--- config.mk ---
export PLATFORM = sky130hd
export DESIGN_NAME = pht_port_arbiter
export DESIGN_NICKNAME = d
export VERILOG_FILES = /design/src/rtl/mips_core_pkg.sv /design/src/rtl/pht_fb_fifo.sv /design/src/rtl/pht_port_arbiter.sv
export SDC_FILE = /design/constraint.sdc
export NUM_CORES = 1
export LEC_CHECK = 0
export CORE_MARGIN = 1
export CORE_UTILIZATION = 47
export CTS_CLUSTER_SIZE = 24
export DETAILED_ROUTE_END_ITERATION = 16
export PLACE_DENSITY = 0.67
export SETUP_SLACK_MARGIN = 0.4
export SYNTH_ARGS = -nofsm -noshare
export SYNTH_HDL_FRONTEND = slang
export SYNTH_HIERARCHICAL = 1
export SYNTH_SLANG_ARGS = --single-unit
--- constraint.sdc ---
create_clock -name clk -period 5.36 [get_ports clk]
set_input_delay 0.804 -clock clk [delete_from_list [all_inputs] [get_ports clk]]
set_output_delay 0.804 -clock clk [all_outputs]
set_load 0.1 [all_outputs]
--- src/rtl/mips_core_pkg.sv ---
// Shared core types for the branch prediction path: outcome encoding, PHT counter
// type and the PHT port arbiter state encoding.
package mips_core_pkg;

   localparam int ADDR_WIDTH = 32;

   typedef enum logic {
      NOT_TAKEN = 1'b0,
      TAKEN     = 1'b1
   } BranchOutcome;

   typedef logic [1:0] PhtCounter;

   localparam PhtCounter PHT_WEAK_NOT_TAKEN = 2'b01;
   localparam PhtCounter PHT_COUNTER_MAX    = 2'b11;
   localparam PhtCounter PHT_COUNTER_MIN    = 2'b00;

   typedef enum logic [1:0] {
      ARB_IDLE      = 2'd0,
      ARB_UPD_READ  = 2'd1,
      ARB_UPD_WRITE = 2'd2
   } PhtArbState;

   // Saturating step of a 2-bit counter toward the resolved outcome.
   function automatic PhtCounter pht_next_count(input PhtCounter cnt, input BranchOutcome outcome);
      PhtCounter result;
      result = cnt;
      if (outcome == TAKEN) begin
         if (cnt != PHT_COUNTER_MAX) begin
            result = cnt + 2'b01;
         end
      end else begin
         if (cnt != PHT_COUNTER_MIN) begin
            result = cnt - 2'b01;
         end
      end
      return result;
   endfunction

endpackage

--- src/rtl/pht_fb_fifo.sv ---
// Small circular FIFO holding resolved-branch feedback (PHT index + outcome) until
// the arbiter finds an idle port cycle to retire it.
module pht_fb_fifo
   import mips_core_pkg::*;
#(
   parameter int INDEX_BITS = 6,
   parameter int FB_DEPTH   = 4
) (
   input  logic                        clk,
   input  logic                        rst,
   input  logic                        push,
   input  logic [INDEX_BITS-1:0]       push_index,
   input  BranchOutcome                push_outcome,
   input  logic                        pop,
   output logic [INDEX_BITS-1:0]       head_index,
   output BranchOutcome                head_outcome,
   output logic                        full,
   output logic                        empty,
   output logic [$clog2(FB_DEPTH):0]   count
);

   localparam int PTR_BITS   = $clog2(FB_DEPTH);
   localparam int COUNT_BITS = PTR_BITS + 1;

   logic [INDEX_BITS-1:0] index_mem   [FB_DEPTH];
   BranchOutcome          outcome_mem [FB_DEPTH];
   logic [PTR_BITS-1:0]   wr_ptr;
   logic [PTR_BITS-1:0]   rd_ptr;

   assign head_index   = index_mem[rd_ptr];
   assign head_outcome = outcome_mem[rd_ptr];
   assign full         = (count == COUNT_BITS'(FB_DEPTH));
   assign empty        = (count == '0);

   // Payload storage needs no reset; only the pointers and count define validity.
   always_ff @(posedge clk) begin
      if (push) begin
         index_mem[wr_ptr]   <= push_index;
         outcome_mem[wr_ptr] <= push_outcome;
      end
   end

   // Depth is a power of two, so pointer overflow is the modulo wrap.
   always_ff @(posedge clk or posedge rst) begin
      if (rst) begin
         wr_ptr <= '0;
         rd_ptr <= '0;
         count  <= '0;
      end else begin
         if (push) begin
            wr_ptr <= wr_ptr + PTR_BITS'(1);
         end
         if (pop) begin
            rd_ptr <= rd_ptr + PTR_BITS'(1);
         end
         case ({push, pop})
            2'b10:   count <= count + COUNT_BITS'(1);
            2'b01:   count <= count - COUNT_BITS'(1);
            default: count <= count;
         endcase
      end
   end

endmodule

--- src/rtl/pht_port_arbiter.sv ---
// Single-port PHT of 2-bit counters shared between decode lookups and queued EX feedback.
// Define PHT_ARB_FWD_EN to forward an in-flight update value to a lookup of the same index.
module pht_port_arbiter
   import mips_core_pkg::*;
#(
   parameter int INDEX_BITS = 6,
   parameter int FB_DEPTH   = 4
) (
   input  logic                  clk,
   input  logic                  rst,
   input  logic                  i_req_valid,
   input  logic [ADDR_WIDTH-1:0] i_req_pc,
   output logic                  o_req_ready,
   output logic                  o_rsp_valid,
   output BranchOutcome          o_rsp_prediction,
   input  logic                  i_fb_valid,
   input  logic [ADDR_WIDTH-1:0] i_fb_pc,
   input  BranchOutcome          i_fb_outcome,
   output logic                  o_fb_overflow
);

   localparam int PHT_ENTRIES = 2 ** INDEX_BITS;
   localparam int COUNT_W     = $clog2(FB_DEPTH) + 1;

   PhtCounter             pht_table [PHT_ENTRIES];
   PhtArbState            state;
   PhtArbState            state_next;

   logic [INDEX_BITS-1:0] req_index;
   logic [INDEX_BITS-1:0] fb_index;
   logic [INDEX_BITS-1:0] upd_index;
   BranchOutcome          upd_outcome;
   PhtCounter             rd_cnt;
   PhtCounter             wr_cnt;
   PhtCounter             lookup_value;

   logic                  lookup_fire;
   logic                  port_granted;
   logic                  upd_read_fire;
   logic                  upd_write_fire;
   logic                  fifo_push;
   logic                  fifo_pop;
   logic                  fifo_full;
   logic                  fifo_empty;
   logic                  fifo_refill;
   logic [COUNT_W-1:0]    fifo_count;
   logic [INDEX_BITS-1:0] head_index;
   BranchOutcome          head_outcome;
   logic                  unused_pc_bits;

   assign req_index      = i_req_pc[INDEX_BITS+1:2];
   assign fb_index       = i_fb_pc[INDEX_BITS+1:2];
   assign unused_pc_bits = ^{i_req_pc[ADDR_WIDTH-1:INDEX_BITS+2], i_req_pc[1:0],
                             i_fb_pc[ADDR_WIDTH-1:INDEX_BITS+2], i_fb_pc[1:0]};

   // A full feedback queue takes the port away from decode until one entry retires.
   assign o_req_ready    = ~fifo_full;
   assign lookup_fire    = i_req_valid & o_req_ready;
   assign port_granted   = ~lookup_fire;
   assign upd_read_fire  = (state == ARB_UPD_READ) & port_granted;
   assign upd_write_fire = (state == ARB_UPD_WRITE) & port_granted;

   // A push into a full queue is still legal when the head retires in the same cycle.
   assign fifo_pop       = upd_write_fire;
   assign fifo_push      = i_fb_valid & (~fifo_full | fifo_pop);
   assign fifo_refill    = (fifo_count > COUNT_W'(1)) | fifo_push;

   assign wr_cnt         = pht_next_count(rd_cnt, upd_outcome);

`ifdef PHT_ARB_FWD_EN
   assign lookup_value = ((state == ARB_UPD_WRITE) && (upd_index == req_index))
                         ? wr_cnt : pht_table[req_index];
`else
   assign lookup_value = pht_table[req_index];
`endif

   pht_fb_fifo #(
      .INDEX_BITS (INDEX_BITS),
      .FB_DEPTH   (FB_DEPTH)
   ) u_fb_fifo (
      .clk          (clk),
      .rst          (rst),
      .push         (fifo_push),
      .push_index   (fb_index),
      .push_outcome (i_fb_outcome),
      .pop          (fifo_pop),
      .head_index   (head_index),
      .head_outcome (head_outcome),
      .full         (fifo_full),
      .empty        (fifo_empty),
      .count        (fifo_count)
   );

   always_comb begin
      state_next = state;
      unique case (state)
         ARB_IDLE: begin
            if (!fifo_empty) begin
               state_next = ARB_UPD_READ;
            end
         end
         ARB_UPD_READ: begin
            if (port_granted) begin
               state_next = ARB_UPD_WRITE;
            end
         end
         ARB_UPD_WRITE: begin
            if (port_granted) begin
               state_next = fifo_refill ? ARB_UPD_READ : ARB_IDLE;
            end
         end
         default: state_next = ARB_IDLE;
      endcase
   end

   always_ff @(posedge clk or posedge rst) begin
      if (rst) begin
         state <= ARB_IDLE;
      end else begin
         state <= state_next;
      end
   end

   // The head entry is captured with its old counter so the write cycle is self-contained.
   always_ff @(posedge clk or posedge rst) begin
      if (rst) begin
         rd_cnt      <= PHT_WEAK_NOT_TAKEN;
         upd_index   <= '0;
         upd_outcome <= NOT_TAKEN;
      end else if (upd_read_fire) begin
         rd_cnt      <= pht_table[head_index];
         upd_index   <= head_index;
         upd_outcome <= head_outcome;
      end
   end

   always_ff @(posedge clk or posedge rst) begin
      if (rst) begin
         for (int i = 0; i < PHT_ENTRIES; i++) begin
            pht_table[i] <= PHT_WEAK_NOT_TAKEN;
         end
      end else if (upd_write_fire) begin
         pht_table[upd_index] <= wr_cnt;
      end
   end

   always_ff @(posedge clk or posedge rst) begin
      if (rst) begin
         o_rsp_valid      <= 1'b0;
         o_rsp_prediction <= NOT_TAKEN;
      end else begin
         o_rsp_valid <= lookup_fire;
         if (lookup_fire) begin
            o_rsp_prediction <= lookup_value[1] ? TAKEN : NOT_TAKEN;
         end
      end
   end

   always_ff @(posedge clk or posedge rst) begin
      if (rst) begin
         o_fb_overflow <= 1'b0;
      end else if (i_fb_valid && fifo_full && !fifo_pop) begin
         o_fb_overflow <= 1'b1;
      end
   end

endmodule
---- After elaboration in Yosys (flattened, before gate mapping) ----
Memory sizes are Yosys's and may differ from the RTL's. A register that Yosys moved wholly into a read port is not among the register bits.
Cells that the tools add are included.
storage, ports and cells
  register bits ........................... 148
  memory bits (writable) .................. 28
  input bits .............................. 69
  output and inout bits ................... 4
  word-level logic and storage cells ...... 136
  memories ................................ 2
memories
  memory                 depth  bits a word  rd ports  clocked after Yosys merged registers in  wr ports  RTL line           RTL
  u_fb_fifo.index_mem    4      6            1         0                                        1         pht_fb_fifo.sv:25  logic [INDEX_BITS-1:0] index_mem [FB_DEPTH];
  u_fb_fifo.outcome_mem  4      1            1         1                                        1         pht_fb_fifo.sv:26  BranchOutcome outcome_mem [FB_DEPTH];
cells by class
  $add $sub $neg .......................... 6
  magnitude comparators ................... 5
  eq/ne operators ......................... 9
  mux-type cells .......................... 21
  bitwise gates (word level) .............. 11
  reductions and logical operators ........ 9
operator list
  cell                                                         count
  bitwise mux 128 bit                                          1
  binary-select mux 2 bit (select 6 bit)                       2
  two-way mux 2 bit                                            11
  greater-or-equal comparator 7 bit (second input constant)    3
  NOT 6 -> 7 bit                                               3
  demux 2 bit (select 6 bit)                                   1
  != test 2 bit (second input constant)                        4
  less-than comparator 7 x 1 -> 1 bit (second input constant)  1
  adder 2 x 1 -> 2 bit (second input constant)                 3
  case mux 2 bit (3 select lines)                              1
  case mux 3 bit (2 select lines)                              1
  AND 1 bit                                                    4
  == test 2 x 1 -> 1 bit (second input constant)               2
  == test 2 bit (second input constant)                        2
  two-way mux 1 bit                                            4
  nonzero test 2 bit                                           2
  adder 3 x 1 -> 3 bit (second input constant)                 1
  == test 3 bit (second input constant)                        1
  > comparator 3 x 1 -> 1 bit (second input constant)          1
  logical AND 1 bit                                            3
  zero test 3 bit                                              1
  AND reduction 3 bit                                          1
  subtractor 3 x 1 -> 3 bit (second input constant)            1
  zero test 2 bit                                              1
  other kinds (4)                                              6

---- Depth between registers and ports, before layout ----
  depth in word-level cells ............... 11
  gate-level depth with buffers ........... 11

---- Cells and area by module ----
Netlist, hierarchy kept.
by module, submodules not included
  module            times used  cells an instance  area an instance (um^2)
  pht_port_arbiter  1           567                7459.7
  pht_fb_fifo       1           74                 1413.9

---- Worst setup path before layout ----
No wires, ideal clock.
  path type ............................... flip-flop to flip-flop
  start ................................... register u_fb_fifo.rd_ptr[0]
  end ..................................... register rd_cnt[1]
  setup time .............................. 123 ps
  data arrival time ....................... 2320 ps
  required time ........................... 5237 ps
  setup slack ............................. 2918 ps
  cell stages (with the launch flop) ...... 9
  cell sequence ........................... dfrtp_1 buf_6 mux4_2 buf_2 buf_2 mux4_2 a22oi_1 a22oi_1 o221a_2
on the way
  cells in the longest elaborated chain, start to end .. 5
ends and longest elaborated chain
  item                                                   RTL line                 RTL
  start: declaration                                     pht_fb_fifo.sv:28        logic [PTR_BITS-1:0] rd_ptr;
  start signal: assignment                               pht_fb_fifo.sv:54        rd_ptr <= rd_ptr + PTR_BITS'(1);
  memory read (4 x 6 bit)                                n/a
  named net head_index[0]                                pht_port_arbiter.sv:47   logic [INDEX_BITS-1:0] head_index;
  NOT 6 -> 7 bit (not written as such)                   pht_port_arbiter.sv:131  rd_cnt <= pht_table[head_index];
  binary-select mux 2 bit (select 6 bit)                 pht_port_arbiter.sv:131
  two-way mux 2 bit (not written as such) (2 in series)  pht_port_arbiter.sv:131
  end signal: assignment                                 pht_port_arbiter.sv:131
  end: declaration                                       pht_port_arbiter.sv:33   PhtCounter rd_cnt;
The timed path passes the listed nets, and every way through them passes these cells. The select of a mux whose other input is x is not followed.
A chain may end at the register's enable or synchronous reset.

---- Worst setup path after layout ----
  start ................................... register u_fb_fifo.rd_ptr[0]
  end ..................................... register rd_cnt[0]
Same word-level chain as after synthesis.

==> flow_summary.toml <==
[worst_hold_path]
min_path_type = "reg2reg"
hold_path_depth = 1
min_to = "o_fb_overflow"
hold_path_startpoint = "o_fb_overflow"

[die]
die-height_um = 139
die_w_um = 139
start_util_pct = 48.7
fp-row-count = 49
core_mm2 = 0.0182
die-area_mm2 = 0.0194
ios = 73

[routing]
wirelength_mm = 20.5
dr.pass1.iters = 4
drt_iter0_markers = 365
via_per_inst = 6.04
route.detailed.wl_per_inst_um = 23.0
final_antenna_net_count = 0
vias = 5372
drc = 0

[sta]
grt_setup_unrepaired = "false"
slew_headroom_pct = 34.1
finalSetupTns_ns = 0
max_freq_mhz = 303
setup_viol = 0
slew_violations = 0
hold_viol_final = 0
fin_crit_ns = 3.30
tightestPinTransition_ns = 0.986
fin_crit_sh_pct = 61.5
skew_ns = 0.0142

[worst_setup_path]
crit_chain = "mux4_2, buf_4, mux4_2, a22oi_1, a31oi_1, o21ai_0, o2111ai_1"
arrival_ns = 3.65
r2r_start = "u_fb_fifo/rd_ptr[0]"
path_common_cell = "mux4_2"
worstPathRequired_ns = 5.71
crit_slowest_cell = "mux4_2"
path_class = "reg2reg"
critPathMaxStageDelay_ns = 0.88
timing.rr.end = "rd_cnt[0]"
rrSetupSlack_ns = 2.06
rr_worst_depth = 7
cp_num_buf_inv = 1
crit_family = "multiplexers"
cp-start-kind = "flop"
end_kind = "flop"
path_max_fanout = 24

[cells_and_area]
diodes = 0
fillers = 1459
most-common-layout-cells = "mux2_2 (131), dfrtp_1 (84), dfstp_2 (65)"
fin_nets = 723
final_cells = 890
drive_gt1_share_pct = 44.9
final_common_cell = "mux2_2"
syn2layout_area_growth_pct = 10.9

[yosys]
ys_ff_latch = 177
syn_inst = 641
synth_cell_type_count = 54
netlist_area_mm2 = 0.00887
yosysSeqAreaShare_pct = 52.4
avgSynthCellArea_um2 = 13.8
synth-edff-count = 28
synth_nets = 716
async_flop_share_pct = 84.2
synth_ff_type = "dfrtp_1"
yosysWarnings = 6

[placed_design]
gp_congestion = 0.832
dp_hpwl_mm = 13.8
dp_cells = 858
port_buffers = 20

[clock_tree]
postCtsSetupBuffers = 0
clock_latency_ns = 0.44
cts_tree = "built"
post_cts_resized = 0
clockBufferDepth = 2
htree_levels = 4
cts_num_sinks = 177
clockRootBuffer = "clkbuf_16"
clk_pin_slew_worst_paths_ns = 0.08
cts_buffers = 17
hold_buffers = 0

[power_and_ir_drop]
peakVddDrop_uv = 261
p_per_area_mw_per_mm2 = 498
leakagePower_uw = 0.00404

[grt]
grt_usage_pct = 23.0
grt_pass1_vias = 5786
grt_pass1_wl_mm = 33.0
grt_start_max_net_pins = 75
overflow = 0
antenna_found_initial = 0

[job]
cap_violations = 0

[outcome]
status = "finished clean"
[worst reg2reg max path, cell delays in order, from the launching register on]
cell	delay [ns]
dfrtp_1	0.66
mux4_2	0.88
buf_4	0.37
mux4_2	0.58
a22oi_1	0.16
a31oi_1	0.11
o21ai_0	0.28
o2111ai_1	0.16
[registers in the layout, indices dropped and copies added (netlist names), 2 cells and up]
register and count:
u_fb_fifo/rd_ptr 2, upd_index 6, u_fb_fifo/index_mem 24, u_fb_fifo/wr_ptr 2
u_fb_fifo/outcome_mem 4, rd_cnt 2, u_fb_fifo/count 3, state 2
pht_table 128
[power breakdown]
group	total (µW)	switching [µW]	leakage (µW)	internal, µW
clock	1250	617	0.000291	636
sequential	2020	268	0.00206	1750
combinational	1640	966	0.00169	669
total	4910	1850	0.00404	3060
[per-stage QoR]
stage          power [µW]  util [%]  worst slack (ns)  hold slack, ns  cell area [µm²]
6_report             4910      54.1              2.06           0.471             9840
5_1_grt              5160      54.1              1.75           0.510             9840
4_1_cts              4940      54.1              1.95           0.476             9840
3_5_place_dp         3670      50.8              1.91           0.458             9250
3_3_place_gp         3600      50.8              1.95           0.451             9250
2_1_floorplan        3220         -             0.854           0.453             8870
[per-layer routing]
metal	global-route usage, %	routed length, µm
met1	30.4	8790
met2	36.9	10200
met3	4.89	1100
met4	9.53	324
met5	0	0
[synth_stat cells, types with 3 or more instances]
cell | n | share of area [%]
nor3_1 | 3 | 0.17
a31oi_1 | 3 | 0.21
mux2_2 | 131 | 17
inv_1 | 12 | 0.51
nand2_1 | 63 | 2.7
buf_1 | 5 | 0.21
nor2_1 | 44 | 1.9
mux4_2 | 50 | 13
nand2b_1 | 6 | 0.42
clkbuf_1 | 20 | 0.85
nor2b_1 | 5 | 0.35
a21oi_1 | 3 | 0.17
mux2i_1 | 18 | 2.0
and2_1 | 5 | 0.35
nand3_1 | 8 | 0.45
edfxtp_1 | 28 | 9.5
nor3b_1 | 3 | 0.25
a2111oi_0 | 3 | 0.30
o22ai_1 | 3 | 0.21
o21ai_0 | 6 | 0.34
dfstp_2 | 65 | 19
a22oi_1 | 6 | 0.51
nand3b_1 | 7 | 0.59
dfrtp_1 | 84 | 24
ha_1 | 5 | 0.71
buf_2 | 13 | 0.73
xor2_1 | 4 | 0.39
[layout make-up]
class / instances / area [µm²] / area share, %
clock buffer: 17 / 425 / 4.32
sequential: 177 / 4650 / 47.2
timing repair buffer: 27 / 253 / 2.57
multi-input combinational: 412 / 4000 / 40.7
clock inverter: 15 / 173 / 1.75
tap: 229 / 287 / 2.91
inverter: 13 / 51.3 / 0.521
[logic make-up (layout without fill, tap and decap cells)]
family / after synthesis / after routing / synth area share (%)
compound gates: 36 / 36 / 2.89
simple gates: 161 / 161 / 8.88
fa+ha+maj: 8 / 8 / 1.16
mux: 201 / 201 / 31.6
buf+inv: 52 / 72 / 2.47
flops: 177 / 177 / 52.4
xor+xnor: 6 / 6 / 0.592
[worst max-delay path by stage]
stage,cells after the start,slack [ns],end,from
floorplan,1,0.85,o_fb_overflow,rst
global placement,7,1.95,rd_cnt[0],u_fb_fifo/rd_ptr[0]
detailed placement,6,1.91,o_rsp_prediction,i_req_pc[6]
CTS,7,1.95,rd_cnt[0],u_fb_fifo/rd_ptr[0]
global route,7,1.75,rd_cnt[0],u_fb_fifo/rd_ptr[0]
finish,7,2.06,rd_cnt[0],u_fb_fifo/rd_ptr[0]
Power figures use the tool's default switching activity.
==> edit 1, RTL diff (same settings) <==
Reset style: synchronous (`rst`), changed in 6 clocked blocks.
--- a/src/rtl/pht_fb_fifo.sv
+++ b/src/rtl/pht_fb_fifo.sv
@@ -41,7 +41,7 @@
    end
 
    // Depth is a power of two, so pointer overflow is the modulo wrap.
-   always_ff @(posedge clk or posedge rst) begin
+   always_ff @(posedge clk) begin
       if (rst) begin
          wr_ptr <= '0;
          rd_ptr <= '0;
--- a/src/rtl/pht_port_arbiter.sv
+++ b/src/rtl/pht_port_arbiter.sv
@@ -113,7 +113,7 @@
       endcase
    end
 
-   always_ff @(posedge clk or posedge rst) begin
+   always_ff @(posedge clk) begin
       if (rst) begin
          state <= ARB_IDLE;
       end else begin
@@ -122,7 +122,7 @@
    end
 
    // The head entry is captured with its old counter so the write cycle is self-contained.
-   always_ff @(posedge clk or posedge rst) begin
+   always_ff @(posedge clk) begin
       if (rst) begin
          rd_cnt      <= PHT_WEAK_NOT_TAKEN;
          upd_index   <= '0;
@@ -134,7 +134,7 @@
       end
    end
 
-   always_ff @(posedge clk or posedge rst) begin
+   always_ff @(posedge clk) begin
       if (rst) begin
          for (int i = 0; i < PHT_ENTRIES; i++) begin
             pht_table[i] <= PHT_WEAK_NOT_TAKEN;
@@ -144,7 +144,7 @@
       end
    end
 
-   always_ff @(posedge clk or posedge rst) begin
+   always_ff @(posedge clk) begin
       if (rst) begin
          o_rsp_valid      <= 1'b0;
          o_rsp_prediction <= NOT_TAKEN;
@@ -156,7 +156,7 @@
       end
    end
 
-   always_ff @(posedge clk or posedge rst) begin
+   always_ff @(posedge clk) begin
       if (rst) begin
          o_fb_overflow <= 1'b0;
       end else if (i_fb_valid && fifo_full && !fifo_pop) begin
Function: differs if rst is asserted again (counterexample within 4 cycles, from zero or initial values and one cycle with rst high); with rst held inactive, the same outputs for 4 cycles.
==> edit 1 against the unedited design <==
- sequential cell count is 2 higher
- final area is 1.2% lower
- final cell count rose by 5.6%
- setup slack worse by 370 ps
- fmax down 10%
- synthesized area hardly changed
- sequential share of layout area grew 5.7 points
- die area hardly changed
- first-iteration DRC count increased by 57%
- via count is 9.1% higher
- wire length is 8.2% higher
- critical endpoint is now rd_cnt[1]
Power is not compared: it rests on default switching activity, and its combinational part moved more than twofold at a synthesized area within 25%.
==> edit 1: results (changes against the unedited design) <==
Setup Crit Path Kind - reg -> reg
Longest Clk Path Bufs - 2 (unchanged)
ys flop type - edfxtp_1
cts bufs inserted - 17 (unchanged)
Worst R2R End - rd_cnt[1]
Int Pwr - 2.31 mW
wire length on met1 - 8.56 mm (-2.6%)
count of yosys warnings during synthesis - 6 (unchanged)
XOR/XNOR share of the synthesized area - 0.494% (-0.099 points)
Post-synth EDFFs - 156 (+460%)
beginning of the worst hold path - o_fb_overflow
arrival time of the worst setup path - 3940 ps (+290 ps)
DP Area - 9180 sq um (-0.68%)
gr usage total - 24.0% (+1.0 points)
I/O Buffers - 20 (unchanged)
Async S/R FF share, synth - 0% (-84 points)
first-pass GRT wire length - 33.8 mm (+2.3%)
initial antenna violation count - 0 (unchanged)
met3 Use GR - 6.43% (+1.5 points)
post-DP HPWL - 14.5 mm (+5.4%)
Reg area - 5140 sq um (+11%)
Setup Fix Bufs, Post-CTS - 0 (unchanged)
worst stage delay on the critical path - 940 ps (+60 ps)
top flop regs - pht_table: 128 flops, u_fb_fifo/index_mem: 24 flops, upd_index: 6 flops
GR Util met2 - 38.9% (+2.0 points)
Synth Area in Compound Gates - 8.77% (+5.9 points)
largest cells by area after synthesis - edfxtp_1 53%, mux4_2 12%, dfxtp_1 5.2%
Worst R2R Setup Slack - 1690 ps (-370 ps)
comb pwr - 0.315 mW
root buf cell - clkbuf_16
Avg Vias per Cell - 6.24 (+3.3%)
met2 WL - 10.6 mm (+3.2%)
synth unique cells - 49 (-9.3%)
Initial DRT Pass Iterations - 5 (+1)
Worst Hold Depth - 2 (+1)
post-synthesis sequential area ratio - 58.0% (+5.6 points)
Final #Nets - 773 (+6.9%)
Hold Crit Endpoint - o_fb_overflow
crit path max fanout - 23 (-4.2%)
post-synthesis adder-cell area fraction - 1.16% (about the same)
syn_nets - 781 (+9.1%)
Setup Skew - 8.19 ps (-6.01 ps)
post-synthesis mux area share - 14.9% (-17 points)
largest net degree at the start of global routing - 90 (+20%)
met3 routed WL - 2.22 mm (+100%)
CP max-delay cell - mux4_2
Rel. slew slack - 5.45% (-29 points)
ANT cells - 0 (unchanged)
share of cells above drive strength 1 - 14.2% (-31 points)
status - completed
Post-synth top cells - 156 x edfxtp_1, 101 x nand2_1, 94 x nor2_1
critical path's top delay family - multiplexers
CTS clk-pin slew, worst paths - 70 ps
Clock Latency Late Sink - 430 ps
1st-iter DRT viols - 573 (+57%)
GP Congestion - 0.899 (+8.0%)
detailed-route wire length per cell - 23.5 um (+2.4%)
Seq group - 1.58 mW
Layout fillers - 1504 (+3.1%)
M1 GR Usage - 30.3% (-0.099 points)
-- edit 1: changes by cell type in the layout (fill, tap and decap cells not counted), moves of 37 or more --
cell	change
edfxtp_1	+128
a21o_1	+37
nor2_1	+50
dfrtp_1	-84
dfstp_2	-65
mux2_2	-122
nand2_1	+38
-- edit 1: stage by stage --
stage | power, mW | cells | hold WS, ps | setup WS, ps
after global placement | 1.91 | 908 | 456 | 1750
after CTS | 3.07 | 940 | 500 | 1630
final | 3.06 | 940 | 499 | 1690
after floorplan | 1.84 | 706 | 455 | 2820
after global routing | 3.15 | 940 | 536 | 1500
after detailed placement | 1.92 | 908 | 478 | 1640
-- edit 1: layout make-up --
cell class | instances | area share, %
Clock buffer | 17 | 4.38
Clock inverter | 15 | 1.17
Tap cell | 229 | 2.95
Multi-Input combinational cell | 455 | 35.2
Inverter | 14 | 0.541
Sequential cell | 179 | 52.9
Timing Repair Buffer | 31 | 2.86
==> edit 2, RTL diff (config.mk and constraints unchanged) <==
Made on the original files. Add a define of `PHT_ARB_FWD_EN`.
--- a/src/rtl/pht_port_arbiter.sv
+++ b/src/rtl/pht_port_arbiter.sv
@@ -1,5 +1,7 @@
 // Single-port PHT of 2-bit counters shared between decode lookups and queued EX feedback.
 // Define PHT_ARB_FWD_EN to forward an in-flight update value to a lookup of the same index.
+`define PHT_ARB_FWD_EN
+
 module pht_port_arbiter
    import mips_core_pkg::*;
 #(
Function: changed (Yosys sat finds a counterexample within 10 cycles, from zero or initial values and one cycle with rst high).
==> edit 2 against the unedited design <==
- sequential share of layout area shrank 0.38 points
- synthesized area up 1.8%
- clock skew decreased by 1.3 ps
- sequential cell count unchanged
- power up 7.7%
- sequential power increased by 8%
- wire length is 1.4% higher
- synthesized cell count up 2.5%
- core utilization is 1.2 points lower
- setup slack lost 79 ps
- final area rose by 0.81%
- non-clock buffer count shrank 4
- final cell count increased by 1.7%
- via count grew 1.6%
- largest power group unchanged
==> edit 2: results (changes against the unedited design) <==
met3 Use GR - 5.57% (+0.68 points)
Initial DRT Pass Iterations - 5 (+1)
Clock power frac - 23.2% (-2.3 points)
detailed-route wire length per cell - 22.9 um (-0.27%)
Layout fillers - 1572 (+7.7%)
Pwr per Cell Area - 533 nW/um^2 (+6.8%)
synth unique cells - 49 (-9.3%)
syn_nets - 732 (+2.2%)
status - completed
Seq group - 2.19 mW (+8%)
GR Util met2 - 37.7% (+0.76 points)
LEAKAGE - 4.14 nW (+2.4%)
worst vdd rail ir drop - 0.305 mV (+17%)
PostCTS Resize Cnt - 0 (unchanged)
1st-iter DRT viols - 384 (+5.2%)
GP Congestion - 0.811 (-2.5%)
largest cells by area after synthesis - dfrtp_1 23%, dfstp_2 19%, mux2_2 17%
Post-synth top cells - 133 x mux2_2, 84 x dfrtp_1, 65 x dfstp_2
M1 GR Usage - 29.0% (-1.5 points)
gr usage total - 22.7% (-0.29 points)
post-DP HPWL - 13.8 mm (-0.13%)
Int Pwr - 3.30 mW (+7.9%)
first-pass GRT wire length - 33.1 mm (+0.15%)
Clock Latency Late Sink - 440 ps (about the same)
post-synthesis sequential area ratio - 51.5% (-0.93 points)
vias in the first global route - 5818 (+0.55%)
Setup Skew - 12.9 ps (-1.29 ps)
DP Area - 9350 sq um (+1.2%)
Avg Vias per Cell - 6.03 (-0.12%)
worst stage delay on the critical path - 850 ps (-30 ps)
share of cells above drive strength 1 - 42.0% (-2.9 points)
edit 2: area by class of cell:
cell class                      instances  area share, %
Sequential cell                       177           46.9
Multi-Input combinational cell        428           41.7
Clock buffer                           17           4.29
Tap cell                              234           2.95
Timing Repair Buffer                   23           2.24
Clock inverter                         15           1.48
Inverter                               11          0.467
edit 2: path summary, 6_finish.rpt:
check | end | slack, ps | cells after the start
min in group asynchronous | u_fb_fifo/wr_ptr[0] | 750 | 2
hold / removal | o_fb_overflow | 480 | 1
setup reg to reg | rd_cnt[0] | 1980 | 7
hold reg to reg | o_fb_overflow | 480 | 1
max in group asynchronous | pht_table[88] | 3270 | 3
setup / recovery | rd_cnt[0] | 1980 | 7
edit 2: cell families (layout without fill, tap and decap cells):
family | Yosys count | count (layout) | synth area share (%)
XOR/XNOR | 12 | 12 | 1.16
AND/OR/NAND/NOR | 161 | 161 | 8.70
buffers and inverters | 52 | 66 | 2.73
multiplexers | 221 | 221 | 32.8
AO/OA/AOI/OAI | 26 | 26 | 1.99
adder cells (fa/ha/maj) | 8 | 8 | 1.14
flip-flops | 177 | 177 | 51.5
edit 2: metrics by stage:
| step | cells | utilization (%) | hold WS [ps] | worst slack (ps) |
|---|---|---|---|---|
| after floorplan | 657 | - | 450 | 854 |
| after global placement | 873 | 49.8 | 455 | 1900 |
| after detailed placement | 873 | 49.8 | 462 | 1840 |
| after CTS | 905 | 52.9 | 480 | 1910 |
| after global routing | 905 | 52.9 | 495 | 1740 |
| final | 905 | 52.9 | 479 | 1980 |
edit 2: per-layer routing:
metal | up-vias | share of wire [%]
met4 | 0 | 2.2
li1 | 2419 | -
met5 | - | 0
met3 | 35 | 5.2
met2 | 154 | 50
met1 | 2848 | 43
